===== src/rtl/dead_time_bridge.sv =====
`default_nettype none
// ============================================================================
// Module      : dead_time_bridge
// Description : N-leg dead-time generator. Each leg turns a PWM command into
//               a complementary high/low gate pair separated by a dead time.
// Revision    : 1.0 - initial release
// ============================================================================
module dead_time_bridge #(
    parameter int N_CH   = 3,
    parameter int CNT_W  = 11,
    parameter int DT_MIN = 1
) (
    input  logic             clk,
    input  logic             rst,
    input  logic [CNT_W-1:0] dt_cycles,
    input  logic [N_CH-1:0]  en,
    input  logic [N_CH-1:0]  pwm_in,
    output logic [N_CH-1:0]  gate_hi,
    output logic [N_CH-1:0]  gate_lo,
    output logic [N_CH-1:0]  swallow
);

    // A floor of zero would latch a zero interval that the counter never reaches.
    localparam int               c_DT_FLOOR = (DT_MIN < 1) ? 1 : DT_MIN;
    localparam logic [CNT_W-1:0] c_DT_MIN   = CNT_W'(c_DT_FLOOR);
    localparam logic [CNT_W-1:0] c_CNT_ONE  = {{(CNT_W-1){1'b0}}, 1'b1};

    localparam logic [2:0] c_ST_OFF  = 3'd0;
    localparam logic [2:0] c_ST_DT_R = 3'd1;
    localparam logic [2:0] c_ST_HI   = 3'd2;
    localparam logic [2:0] c_ST_DT_F = 3'd3;
    localparam logic [2:0] c_ST_LO   = 3'd4;

    logic [CNT_W-1:0] w_dt_eff;

    assign w_dt_eff = (dt_cycles < c_DT_MIN) ? c_DT_MIN : dt_cycles;

    generate
        for (genvar gi = 0; gi < N_CH; gi++) begin : g_leg
            logic [2:0]       r_state;
            logic [2:0]       w_nxt;
            logic [CNT_W-1:0] r_cnt;
            logic [CNT_W-1:0] r_lat;
            logic             r_hi;
            logic             r_lo;
            logic             r_swallow;
            logic             w_abort;
            logic             w_expired;
            logic             w_cur_dead;
            logic             w_nxt_dead;
            logic             w_enter_dead;

            assign w_expired  = (r_cnt == r_lat);
            assign w_cur_dead = (r_state == c_ST_DT_R) || (r_state == c_ST_DT_F);
            assign w_nxt_dead = (w_nxt == c_ST_DT_R) || (w_nxt == c_ST_DT_F);
            // Any change of state into a dead state, aborts included, restarts the interval.
            assign w_enter_dead = w_nxt_dead && (w_nxt != r_state);

            always_comb begin
                w_nxt   = r_state;
                w_abort = 1'b0;
                if (!en[gi]) begin
                    w_nxt = c_ST_OFF;
                end else begin
                    case (r_state)
                        c_ST_OFF: begin
                            w_nxt = pwm_in[gi] ? c_ST_DT_R : c_ST_DT_F;
                        end
                        c_ST_DT_R: begin
                            if (!pwm_in[gi]) begin
                                w_nxt   = c_ST_DT_F;
                                w_abort = 1'b1;
                            end else if (w_expired) begin
                                w_nxt = c_ST_HI;
                            end
                        end
                        c_ST_HI: begin
                            if (!pwm_in[gi]) begin
                                w_nxt = c_ST_DT_F;
                            end
                        end
                        c_ST_DT_F: begin
                            if (pwm_in[gi]) begin
                                w_nxt   = c_ST_DT_R;
                                w_abort = 1'b1;
                            end else if (w_expired) begin
                                w_nxt = c_ST_LO;
                            end
                        end
                        c_ST_LO: begin
                            if (pwm_in[gi]) begin
                                w_nxt = c_ST_DT_R;
                            end
                        end
                        default: begin
                            w_nxt = c_ST_OFF;
                        end
                    endcase
                end
            end

            always_ff @(posedge clk) begin
                if (rst) begin
                    r_state   <= c_ST_OFF;
                    r_cnt     <= '0;
                    r_lat     <= '0;
                    r_hi      <= 1'b0;
                    r_lo      <= 1'b0;
                    r_swallow <= 1'b0;
                end else begin
                    r_state <= w_nxt;
                    r_hi    <= (w_nxt == c_ST_HI);
                    r_lo    <= (w_nxt == c_ST_LO);
                    if (w_enter_dead) begin
                        r_lat <= w_dt_eff;
                        r_cnt <= c_CNT_ONE;
                    end else if (w_cur_dead && w_nxt_dead) begin
                        if (r_cnt < r_lat) begin
                            r_cnt <= r_cnt + c_CNT_ONE;
                        end
                    end else begin
                        r_cnt <= '0;
                    end
                    if (w_abort) begin
                        r_swallow <= 1'b1;
                    end
                end
            end

            assign gate_hi[gi] = r_hi;
            assign gate_lo[gi] = r_lo;
            assign swallow[gi] = r_swallow;
        end
    endgenerate

endmodule
`default_nettype wire

===== config.mk =====
export PLATFORM = sky130hd
export DESIGN_NAME = dead_time_bridge
export DESIGN_NICKNAME = d
export VERILOG_FILES = /design/src/rtl/dead_time_bridge.sv
export SDC_FILE = /design/constraint.sdc
export NUM_CORES = 1
export LEC_CHECK = 0
export ABC_AREA = 1
export BUFFER_PORTS_ARGS = -buffer_cell sky130_fd_sc_hd__buf_2
export CORE_MARGIN = 8
export CORE_UTILIZATION = 64
export DETAILED_ROUTE_END_ITERATION = 6
export PLACE_DENSITY = 0.83
export SKIP_CTS_REPAIR_TIMING = 1
export SLEW_MARGIN = 20
export SYNTH_ARGS = -nofsm -noshare
export SYNTH_HDL_FRONTEND = slang
export SYNTH_SLANG_ARGS = --single-unit
export TNS_END_PERCENT = 100

===== constraint.sdc =====
create_clock -name clk -period 6.15 [get_ports clk]
set_clock_uncertainty 0.15 [all_clocks]
set_input_delay 0.9225 -clock clk [delete_from_list [all_inputs] [get_ports clk]]
set_output_delay 0.9225 -clock clk [all_outputs]
set_load 0.01 [all_outputs]

==> results of run 1 <==
-- worst max-delay path, stage by stage (launching register included) --
cell and delay (ns):
dfxtp_1 0.34, inv_1 0.05, ha_1 0.28, nand2_1 0.05, nor2_1 0.31, nand4_1 0.16, nand2_1 0.09, nand2_1 0.05
nand2_1 0.08, nand2_1 0.08, nand2_1 0.07, nand2_1 0.06, nand2_2 0.31, nand2_2 0.12, nand2_2 0.18, nor2_1 0.07
-- cells by family (layout without fill, tap and decap cells) --
family,count (synthesis),after routing,share of synthesized area (%)
buffers and inverters,144,158,12.0
DFF,84,84,32.9
xor gates and xnor gates,24,24,4.11
adders and majority gates,36,36,8.81
muxes,5,5,1.10
AOI/OAI and AO/OA,79,79,7.90
and+or+nand+nor,395,395,33.2
-- stage by stage --
| stage | setup slack [ns] | std cells | hold slack, ns | utilization [%] | power (mW) |
|---|---|---|---|---|---|
| finish | 3.59 | 883 | 0.321 | 70.3 | 1.30 |
| global route | 3.28 | 883 | 0.361 | 70.3 | 1.36 |
| CTS | 3.63 | 883 | 0.330 | 70.3 | 1.30 |
| detailed placement | 3.43 | 869 | 0.312 | 67.3 | 0.849 |
| global placement | 3.52 | 869 | 0.292 | 67.3 | 0.838 |
| floorplan | 3.91 | 767 | 0.288 | - | 0.803 |
-- synthesized netlist by cell type --
cell type	n
nand2_1	160
nor2_1	118
inv_1	109
dfxtp_1	84
nand3_1	66
a21oi_1	55
ha_1	36
o21ai_0	21
nor3_1	15
xor2_1	15
nand4_1	13
buf_4	12
nand2_2	9
xnor2_1	9
clkbuf_1	8
inv_2	8
nor4_1	6
mux2_2	5
buf_2	4
buf_6	3
nor2_4	3
nor2_2	2
a31oi_1	1
a41oi_1	1
nand3_2	1
nand4_2	1
o2111ai_1	1
or2_2	1
-- metal layers --
layer  routed length, µm  up-vias  track usage, %
li1                    -     2445               -
met1                5150     2164            25.1
met2                5120      118            33.0
met3                 476       24            4.45
met4                 249        0            8.46
met5                   0        -               0
-- worst paths after layout --
check | endpoint | slack (ns) | cells past startpoint
worst max-delay path | g_leg[2].r_cnt[5]$_SDFFE_PP0P_ | 3.59 | 15
worst min register to register | g_leg[1].r_swallow$_SDFFE_PP0P_ | 0.32 | 2
worst max register to register | g_leg[2].r_cnt[5]$_SDFFE_PP0P_ | 3.59 | 15
worst min-delay path | g_leg[1].r_swallow$_SDFFE_PP0P_ | 0.32 | 2
-- power by group --
group / internal, mW / switching [mW] / total, mW
clock: 0.267 / 0.194 / 0.462
combinational: 0.0775 / 0.169 / 0.246
sequential: 0.573 / 0.0203 / 0.594
total: 0.918 / 0.383 / 1.30
-- sequential cells by signal, indices dropped and copies added (netlist names) --
signal	cells
g_leg.r_cnt	33
g_leg.r_hi	3
g_leg.r_lat	33
g_leg.r_lo	3
g_leg.r_state	9
g_leg.r_swallow	3
-- final cells by class --
| cell class | count | area (µm²) |
|---|---|---|
| Clock inverter | 4 | 98.8 |
| Sequential cell | 84 | 1680 |
| Multi-Input combinational cell | 539 | 2820 |
| Fill cell | 671 | 2300 |
| Inverter | 117 | 439 |
| Timing Repair Buffer | 27 | 135 |
| Tap cell | 102 | 128 |
| Clock buffer | 10 | 128 |
==> results.sh, run 1 <==
export IMPL_status="finished, final reports clean"
export IMPL_reg2reg_from="g_leg[2].r_lat[8]$_SDFFE_PP0P_"
export IMPL_numCtsBuffers=9
export IMPL_dp_hpwl_um=8300
export IMPL_syn_nets=822
export IMPL_critPathMaxFanout=23
export IMPL_clkTransAtPathRegs_ns=0.08
export IMPL_cts_sinks=84
export IMPL_synth_top_area_share_pct=32.9
export IMPL_clk_path_buf_depth=2
export IMPL_arrival_ns=2.66
export IMPL_port_buffers=27
export IMPL_ir_drop_v=0.000148
export IMPL_tns_ns=0
export IMPL_synthCells=767
export IMPL_htree_levels=3
export IMPL_die_h_um=105
export IMPL_ant_nets=0
export IMPL_cts_tree="built"
export IMPL_drv_slew=0
export IMPL_first_iter_violations=247
export IMPL_drtPass1Iterations=5
export IMPL_yosys_warnings=0
export IMPL_critPathKind="reg2reg"
export IMPL_fin_nets=833
export IMPL_drc=0
export IMPL_crit_start="g_leg[2].r_lat[8]$_SDFFE_PP0P_"
export IMPL_setup_viol_count_final=0
export IMPL_p_leak_nw=2.42
export IMPL_drv_cap=0
export IMPL_grt_pass1_vias=4490
export IMPL_grt_antenna_before_repair=0
export IMPL_core_area_mm2=0.00773
export IMPL_grt_max_degree=37
export IMPL_vias=4751
export IMPL_wl_per_cell_um=12.4
export IMPL_tightestPinTransition_ns=0.678
export IMPL_ys_ff_latch=84
export IMPL_yosys_area_top_type="dfxtp_1"
export IMPL_routed_via_density=5.38
export IMPL_clock_fmax_mhz=391
export IMPL_hp_class="reg2reg"
export IMPL_diodes=0
export IMPL_finalInstanceArea_mm2=0.00543
export IMPL_crit_required_ns=6.25
export IMPL_synth_area_leaders="dfxtp_1 (33%), nand2_1 (12%), ha_1 (8.8%), nor2_1 (8.7%), inv_1 (8.0%)"
export IMPL_grt_pass1_wl_um=19200
export IMPL_finalCriticalPeriod_ns=2.56
export IMPL_relSlewSlack_pct=54.8
export IMPL_layout_common_cells="nand2_1 (160), nor2_1 (118), inv_1 (109)"
export IMPL_power_density_mw_per_mm2=240
export IMPL_gp_congestion=0.948
export IMPL_initial_core_util_pct=66.2
export IMPL_place_area_mm2=0.00520
export IMPL_syn2layout_area_growth_pct=6.16
export IMPL_final_common_cell="nand2_1"
export IMPL_core_rowCount=32
export IMPL_grt_overflow_total=0
export IMPL_clockRootBuffer="clkbuf_8"
export IMPL_start_kind="register"
export IMPL_die_x_um=105
export IMPL_end_kind="register"
export IMPL_rsz0062_at_grt="no"
export IMPL_die_area_mm2=0.0111
export IMPL_ys_seq_area_share_pct=32.9
export IMPL_hold_viol_final=0
export IMPL_routed_wl_um=11000
export IMPL_io_pin_count=28
export IMPL_syn_cell_area_mm2=0.00511
export IMPL_ys_types=28
export IMPL_drive_gt1_share_pct=8.96
export IMPL_track_usage_pct=20.2
export IMPL_hold_start="g_leg[1].r_swallow$_SDFFE_PP0P_"
export IMPL_avgSynthCellArea_um2=6.67
export IMPL_period_share_pct=41.6
export IMPL_clock_latency_ns=0.36
(Power assumes the default switching activity.)
==> run 2, diff against run 1 <==
--- a/config.mk
+++ b/config.mk
@@ -8,9 +8,9 @@
 export ABC_AREA = 1
 export BUFFER_PORTS_ARGS = -buffer_cell sky130_fd_sc_hd__buf_2
 export CORE_MARGIN = 8
-export CORE_UTILIZATION = 64
+export CORE_UTILIZATION = 62
 export DETAILED_ROUTE_END_ITERATION = 6
-export PLACE_DENSITY = 0.83
+export PLACE_DENSITY = 0.81
 export SKIP_CTS_REPAIR_TIMING = 1
 export SLEW_MARGIN = 20
 export SYNTH_ARGS = -nofsm -noshare
==> constraint.sdc (replaced) <==
create_clock -name clk -period 2.5 [get_ports clk]
set_clock_uncertainty 0.15 [all_clocks]
set_input_delay 0.375 -clock clk [delete_from_list [all_inputs] [get_ports clk]]
set_output_delay 0.375 -clock clk [all_outputs]
set_load 0.01 [all_outputs]
==> results.sh, run 2 (synthesis results as in run 1) <==
export IMPL_end_kind="register"
export IMPL_finalWorstSetupSlack_ns=0.154
export IMPL_seqCellArea_mm2=0.00168
export IMPL_wl_per_cell_um=13.0
export IMPL_r2r_slack_ns=0.15
export IMPL_relSlewSlack_pct=69.5
export IMPL_htree_levels=3
export IMPL_vias=4814
export IMPL_crit_required_ns=2.61
export IMPL_die_area_mm2=0.0114
export IMPL_cts_tree="built"
export IMPL_cp_buffers_inverters=1
export IMPL_hp_class="in2reg"
export IMPL_grt_max_degree=36
export IMPL_slowest_delay_ns=0.41
export IMPL_fin_nets=849
export IMPL_period_share_pct=93.8
export IMPL_post_route_util_pct=69.8
export IMPL_place_ws_ns=0.0848
export IMPL_tns_ns=0
export IMPL_grt_pass1_wl_um=19200
export IMPL_p_total_mw=3.25
export IMPL_setup_viol_count_final=0
export IMPL_dp_hpwl_um=8570
export IMPL_core_area_mm2=0.00809
export IMPL_cp_slowest_cell="clkinvlp_2"
export IMPL_cts_sinks=84
export IMPL_crit_chain="ha_1, nand2_1, nor2_4, nand3_1, nand2_1, nand2_1, nand2_2, clkinvlp_2, a21oi_1, nor2_1"
export IMPL_clkTransAtPathRegs_ns=0.10
export IMPL_tightestPinTransition_ns=0.455
export IMPL_routed_wl_um=11700
export IMPL_finalCriticalPeriod_ns=2.35
export IMPL_core_rowCount=33
export IMPL_clk_path_buf_depth=2
export IMPL_port_buffers=27
export IMPL_diodes=0
export IMPL_first_iter_violations=299
export IMPL_grt_pass1_vias=4374
export IMPL_multi_input_area_mm2=0.00288
export IMPL_start_kind="register"
export IMPL_reg_largest_list="g_leg.r_cnt (33), g_leg.r_lat (33), g_leg.r_state (9)"
export IMPL_status="finished, final reports clean"
export IMPL_drc=0
export IMPL_arrival_ns=2.45
export IMPL_place_area_mm2=0.00531
export IMPL_final_common_cell="nand2_1"
export IMPL_die_h_um=107
export IMPL_die_x_um=107
export IMPL_layout_common_cells="nand2_1 (159), nor2_1 (111), inv_1 (107)"
export IMPL_hold_viol_final=0
export IMPL_drtPass1Iterations=5
export IMPL_finalInstanceArea_mm2=0.00565
export IMPL_grt_antenna_before_repair=0
export IMPL_cp_top_family="simple AND/OR/NAND/NOR gates"
export IMPL_clock_latency_ns=0.36
export IMPL_power_density_mw_per_mm2=575
export IMPL_ant_nets=0
export IMPL_crit_top_cell="nand2_1"
export IMPL_drv_slew=0
export IMPL_final_cells=904
export IMPL_clock_fmax_mhz=426
export IMPL_numCtsBuffers=9
export IMPL_dp_cells=881
export IMPL_critPathKind="reg2reg"
export IMPL_critPathMaxFanout=12
export IMPL_io_pin_count=28
export IMPL_ir_drop_v=0.000367
export IMPL_drive_gt1_share_pct=12.4
export IMPL_gp_congestion=0.954
export IMPL_fillers=723
export IMPL_grt_overflow_total=0
export IMPL_drv_cap=0
export IMPL_syn2layout_area_growth_pct=10.4
export IMPL_routed_via_density=5.33
export IMPL_timing_hold_ws_ns=0.151
export IMPL_initial_core_util_pct=63.2
export IMPL_track_usage_pct=20.3
export IMPL_p_leak_nw=2.49
export IMPL_clockRootBuffer="clkbuf_8"
[run 2: layout make-up]
| type | instances | share of cell area [%] |
|---|---|---|
| Timing Repair Buffer | 39 | 4.65 |
| Clock buffer | 11 | 2.33 |
| Clock inverter | 5 | 1.51 |
| Timing Repair inverter | 4 | 0.487 |
| Inverter | 117 | 7.91 |
| Multi-Input combinational cell | 539 | 51.0 |
| Tap cell | 105 | 2.33 |
| Sequential cell | 84 | 29.8 |
[run 2: power by group]
part	switching [mW]	internal [mW]
registers	0.0466	1.41
clock network	0.506	0.569
logic	0.465	0.252
total	1.02	2.23
[run 2: layer usage]
metal | track usage (%) | vias up | wire length, µm | part of all wire (%)
li1 | - | 2481 | - | -
met1 | 25.2 | 2172 | 5220 | 45
met2 | 34.3 | 141 | 5690 | 49
met3 | 3.42 | 20 | 595 | 5.1
met4 | 7.54 | 0 | 210 | 1.8
met5 | 0 | - | 0 | 0
[run 2: worst reg2reg max path, stage by stage, from the launching register on]
cell	delay, ns
dfxtp_1	0.37
ha_1	0.32
nand2_1	0.10
nor2_4	0.16
nand3_1	0.09
nand2_1	0.06
nand2_1	0.06
nand2_2	0.16
clkinvlp_2	0.41
a21oi_1	0.29
nor2_1	0.07
[run 2: final timing paths]
check | from | to | depth (start not counted)
worst max register to register | g_leg[2].r_cnt[6]$_SDFFE_PP0P_ | g_leg[2].r_lat[8]$_SDFFE_PP0P_ | 10
worst max-delay path | g_leg[2].r_cnt[6]$_SDFFE_PP0P_ | g_leg[2].r_lat[8]$_SDFFE_PP0P_ | 10
worst min register to register | g_leg[2].r_swallow$_SDFFE_PP0P_ | g_leg[2].r_swallow$_SDFFE_PP0P_ | 2
worst min-delay path | en[2] | g_leg[2].r_swallow$_SDFFE_PP0P_ | 3
